`config.mk`:
```
export PLATFORM = sky130hd
export DESIGN_NAME = div_unit
export DESIGN_NICKNAME = d
export VERILOG_FILES = /design/src/rtl/div_unit.sv
export SDC_FILE = /design/constraint.sdc
export NUM_CORES = 1
export LEC_CHECK = 0
export BUFFER_PORTS_ARGS = -buffer_cell sky130_fd_sc_hd__buf_4
export CAP_MARGIN = 20
export CELL_PAD_IN_SITES_DETAIL_PLACEMENT = 0
export CELL_PAD_IN_SITES_GLOBAL_PLACEMENT = 1
export CORE_UTILIZATION = 49
export DETAILED_ROUTE_END_ITERATION = 7
export PLACE_DENSITY_LB_ADDON = 0.12
export SETUP_SLACK_MARGIN = 0.05
export SLEW_MARGIN = 10
export SYNTH_ARGS = -nofsm -noshare
export SYNTH_HDL_FRONTEND = slang
export SYNTH_SLANG_ARGS = --single-unit
```
`constraint.sdc`:
```
create_clock -name iCLK -period 24.7 [get_ports iCLK]
set_input_delay 1.235 -clock iCLK [delete_from_list [all_inputs] [get_ports iCLK]]
set_output_delay 1.235 -clock iCLK [all_outputs]
set_load 0.02 [all_outputs]
```
`src/rtl/div_unit.sv`:
```
// div_unit: iterative RV M-extension divider (DIV/DIVU/REM/REMU).
// Restoring division, one quotient bit per cycle; zero/overflow bypass.
module div_unit #(
    parameter int n = 64
) (
    input  logic         iCLK,
    input  logic         iRST,
    input  logic         iSTART,
    input  logic [1:0]   iOP,
    input  logic [n-1:0] iA,
    input  logic [n-1:0] iB,
    input  logic         iFLUSH,
    output logic         oBUSY,
    output logic         oDONE,
    output logic [n-1:0] oRESULT
);
    localparam int CW = $clog2(n) + 1;

    typedef enum logic [1:0] {IDLE, CALC, FIX, DONE} state_t;

    state_t        state;
    logic          rsel;
    logic          qneg;
    logic          rneg;
    logic [CW-1:0] cnt;
    logic [n-1:0]  rem;
    logic [n-1:0]  quo;
    logic [n-1:0]  dvs;

    logic          sgn;
    logic          a_neg;
    logic          b_neg;
    logic          b_zero;
    logic          ovf;
    logic [n-1:0]  a_mag;
    logic [n-1:0]  b_mag;
    logic [n-1:0]  min_v;
    logic [n:0]    shl;
    logic [n:0]    diff;
    logic [n-1:0]  q_fix;
    logic [n-1:0]  r_fix;

    always_comb begin
        sgn    = ~iOP[0];
        a_neg  = sgn & iA[n-1];
        b_neg  = sgn & iB[n-1];
        a_mag  = a_neg ? ('0 - iA) : iA;
        b_mag  = b_neg ? ('0 - iB) : iB;
        min_v  = {1'b1, {(n-1){1'b0}}};
        b_zero = (iB == '0);
        ovf    = sgn & (iA == min_v) & (iB == '1);
        // n+1-bit partial remainder: shifted remainder plus next dividend bit
        shl    = {rem, quo[n-1]};
        diff   = shl - {1'b0, dvs};
        q_fix  = qneg ? ('0 - quo) : quo;
        r_fix  = rneg ? ('0 - rem) : rem;
    end

    always_ff @(posedge iCLK or posedge iRST) begin
        if (iRST) begin
            state   <= IDLE;
            rsel    <= 1'b0;
            qneg    <= 1'b0;
            rneg    <= 1'b0;
            cnt     <= '0;
            rem     <= '0;
            quo     <= '0;
            dvs     <= '0;
            oBUSY   <= 1'b0;
            oDONE   <= 1'b0;
            oRESULT <= '0;
        end else begin
            unique case (state)
                IDLE: begin
                    oDONE <= 1'b0;
                    if (iSTART && !iFLUSH) begin
                        rsel  <= iOP[1];
                        qneg  <= a_neg ^ b_neg;
                        rneg  <= a_neg;
                        cnt   <= '0;
                        rem   <= '0;
                        quo   <= a_mag;
                        dvs   <= b_mag;
                        oBUSY <= 1'b1;
                        if (b_zero || ovf) begin
                            state <= DONE;
                            oDONE <= 1'b1;
                            unique case (1'b1)
                                b_zero && iOP[1]:  oRESULT <= iA;
                                b_zero && !iOP[1]: oRESULT <= '1;
                                !b_zero && iOP[1]: oRESULT <= '0;
                                default:           oRESULT <= min_v;
                            endcase
                        end else begin
                            state <= CALC;
                        end
                    end
                end
                CALC: begin
                    if (iFLUSH) begin
                        state <= IDLE;
                        oBUSY <= 1'b0;
                    end else begin
                        if (diff[n]) begin
                            rem <= shl[n-1:0];
                            quo <= {quo[n-2:0], 1'b0};
                        end else begin
                            rem <= diff[n-1:0];
                            quo <= {quo[n-2:0], 1'b1};
                        end
                        cnt <= cnt + CW'(1);
                        if (cnt == CW'(n - 1))
                            state <= FIX;
                    end
                end
                FIX: begin
                    if (iFLUSH) begin
                        state <= IDLE;
                        oBUSY <= 1'b0;
                    end else begin
                        oRESULT <= rsel ? r_fix : q_fix;
                        oDONE   <= 1'b1;
                        state   <= DONE;
                    end
                end
                DONE: begin
                    state <= IDLE;
                    oBUSY <= 1'b0;
                    oDONE <= 1'b0;
                end
            endcase
        end
    end
endmodule

```
==> flow_summary_export.csv <==
group,metric,value,unit
pwr,swShare,0.502,
synthesis,synth_area_leaders,"dfrtp_1, o21ai_0, xnor2_1, a21oi_1, nand2_1",
sta,min_period_over_period,0.198,
sta,setup_viol,0,
sta,hold_viol_final,0,
synthesis,syn_nets,2942,
setup_path,arrival,5.34,ns
floorplan,io_pins,200,
cells_and_area,drive_above_1_share,0.116,
pwr,clkPwrFrac,0.156,
synthesis,synth_largest_area_cell,"dfrtp_1",
setup_path,critPathMaxFanout,51,
pwr,vdd_drop_max,81.6,uV
clock_network,tritoncts,"done",
clock_network,cts_resized,0,
routing,vias,21205,
clock_network,cts_max_path_buffers,3,
clock_network,cts_sinks,270,
synthesis,synth-main-ff-cell,"dfrtp_1",
placed_design,hpwl,58900,um
clock_network,clock_latency,0.57,ns
floorplan,initial_core_util,0.496,
sta,setup_tns,0,ns
sta,fmax,205,MHz
pwr,p_int,1710,uW
outcome,outcome,"finished clean",
synthesis,synth_edf_count,0,
clock_network,cts-root-buf,"clkbuf_16",
global_route,gr-usage-met3,0.0559,
synthesis,synth_area_per_cell,7.80,um2
floorplan,dieArea,44300,um2
cells_and_area,fin_util,0.567,
cells_and_area,syn2layout_area_growth,14.4,%
synthesis,ys_warn_count,0,
global_route,grt_max_degree,129,
routing,viasPerCell,6.15,
routing,drcViolationCount,0,
placed_design,gp_congestion,0.942,
global_route,gr-total-overflow,0,
global_route,busiest_layer,"met2",
sta,max_slew_margin,0.271,
placed_design,io_buffers,199,
sta,tightest_slew,1.09,ns
cells_and_area,nFillCells,4182,
job,max-cap-violations,0,
global_route,grtUsageTotal,0.350,
global_route,grt_pass1_wl,120000,um
sta,fin_hold_ws,0.468,ns
routing,drt-pass1-iter-count,5,
pwr,p_switching,1730,uW
global_route,grt_use_met1,0.471,
pwr,combPwrFrac,0.591,
setup_path,worstSetupEndpointType,"flop",
routing,wl,78100,um
routing,drtAntennaViolNets,0,
floorplan,rows,76,
pwr,power.density,141,nW/um2
synthesis,synth.distinct_cells,70,
setup_path,required,25.16,ns
cells_and_area,layout.nets,3044,
synthesis,netlist_instances,2732,
clock_network,cts_setup_buffers,0,
global_route,grt_antenna_before_repair,2,
sta,clock_skew,0.0292,ns
pwr,leakage,0.0104,uW
setup_path,worstSetupPathType,"in -> reg",
clock_network,cts_hold_buffers,0,
floorplan,chipWidth,210,um
sta,grt_setup_unrepaired,"no",
global_route,first_global_vias,20020,
synthesis,yosysSeqAreaShare,0.317,
synthesis,ys_async_sr_fraction,1.00,
clock_network,cts_buffers,35,
setup_path,startpoint_type,"input port",
floorplan,core_area,43000,um2
routing,drtIter0Drc,2294,
synthesis,netlist.area_leader.share,0.317,
clock_network,htreeDepth,2,
synthesis,synth-seq-cells,270,
sta,min_period,4.88,ns
worst_hold_path,hp-class,"reg -> reg",
routing,wire_per_inst,22.7,um
clock_network,path_clk_slew,0.06,ns
pwr,pwr-share-seq,0.253,
synthesis,netlist_area,21300,um2
global_route,grt.met2_usage,0.551,
floorplan,die_y,210,um
sta,slew_violations,0,
[power by group through the flow]
stage	Combinational, uW	Sequential (uW)	Clock [uW]
after floorplan	1430	814	0
after global placement	1980	859	0
after detailed placement	1990	868	0
after CTS	2010	862	544
after global routing	2250	888	560
final	2030	869	537
[critical path, stage by stage]
cell	delay, ns
buf_4	0.13
or4_1	0.54
or3_1	0.37
nor3_1	0.25
and3_1	0.25
and2b_1	0.30
and3_1	0.42
a21boi_1	0.24
o22ai_4	0.54
buf_4	0.58
o311ai_0	0.26
o21a_1	0.16
[synth_stat cells (6+ instances only)]
cell type	count
a211oi_1	8
a21o_1	23
a21oi_1	240
a221o_1	6
a22o_1	12
a22oi_1	73
a31oi_1	14
and2_1	18
and3_1	16
buf_1	13
clkbuf_1	144
dfrtp_1	270
ha_1	75
inv_1	106
mux2i_1	6
nand2_1	318
nand2b_1	24
nand3_1	35
nand4_1	37
nor2_1	208
nor2b_1	37
nor3_1	58
nor4_1	24
o2111ai_1	12
o211ai_1	10
o21a_1	7
o21ai_0	349
o21bai_1	8
o221ai_1	15
o22ai_1	13
o31ai_1	66
o41ai_1	30
or2_2	9
or3_1	38
or4_1	26
xnor2_1	193
xor2_1	117
[per-stage QoR]
stage | std cells | setup slack, ns | cell area [um2] | power [uW]
CTS | 3445 | 19.88 | 24400 | 3410
global route | 3445 | 19.53 | 24400 | 3700
finish | 3447 | 19.82 | 24400 | 3440
detailed placement | 3382 | 19.39 | 23200 | 2860
global placement | 3380 | 19.29 | 23200 | 2840
floorplan | 2732 | 16.03 | 21300 | 2240
[path summary, 6_finish.rpt]
path                                         start                      end  slack [ns]  cells past startpoint
max                                         iA[22]  oRESULT[24]$_DFFE_PP0P_       19.82                     12
min                        oRESULT[33]$_DFFE_PP0P_  oRESULT[33]$_DFFE_PP0P_        0.47                      2
min reg2reg                oRESULT[33]$_DFFE_PP0P_  oRESULT[33]$_DFFE_PP0P_        0.47                      2
min in group asynchronous                     iRST  oRESULT[48]$_DFFE_PP0P_        0.83                      2
max reg2reg                     quo[9]$_DFFE_PP0P_  oRESULT[63]$_DFFE_PP0P_       19.87                      9
max in group asynchronous                     iRST       dvs[9]$_DFFE_PP0P_       21.38                      4
[placed cells by master, fill, tap and decap left out, drive strengths merged, types with 23 or more instances in the layout]
cell type,synthesis,final
a21o,23,23
a21oi,240,240
a22oi,73,73
buf,16,225
clkbuf,144,43
dfrtp,270,270
ha,75,75
inv,106,109
nand2,318,318
nand2b,26,26
nand3,35,35
nand4,37,37
nor2,208,208
nor2b,37,37
nor3,59,59
nor4,24,24
o21ai,354,354
o31ai,69,69
o41ai,31,31
or3,40,40
or4,31,31
xnor2,193,193
xor2,117,117
[metal layers]
layer,share of wire,vias up,wire (um)
met3,0.075,126,5870
met5,0,-,0
met1,0.43,10138,33200
li1,-,10027,-
met2,0.45,914,35200
met4,0.049,0,3830
[cell type report]
type                       instances  area (um2)  share of cell area
inverter                         106         405              0.0166
antenna                            2        5.00            0.000205
clock buffer                      43         956              0.0392
clock inverter                    20         241             0.00991
timing repair buffer             225        1690              0.0692
tap                              585         732              0.0300
multi-input combinational       2196       13600               0.557
sequential                       270        6760               0.277
[sequential cells by signal (all words and copies together), names as in the netlist]
signal   count
cnt          7
dvs         64
rneg         1
oBUSY        1
state        2
oRESULT     64
quo         64
oDONE        1
qneg         1
rem         64
rsel         1
[logic make-up after synthesis]
kind of cell | synth area share
flops | 0.317
buf+inv | 0.0471
fa+ha+maj | 0.0450
simple gates | 0.193
compound gates | 0.265
xor+xnor | 0.127
mux | 0.00441
No activity file was read; power rests on OpenSTA's default activity.
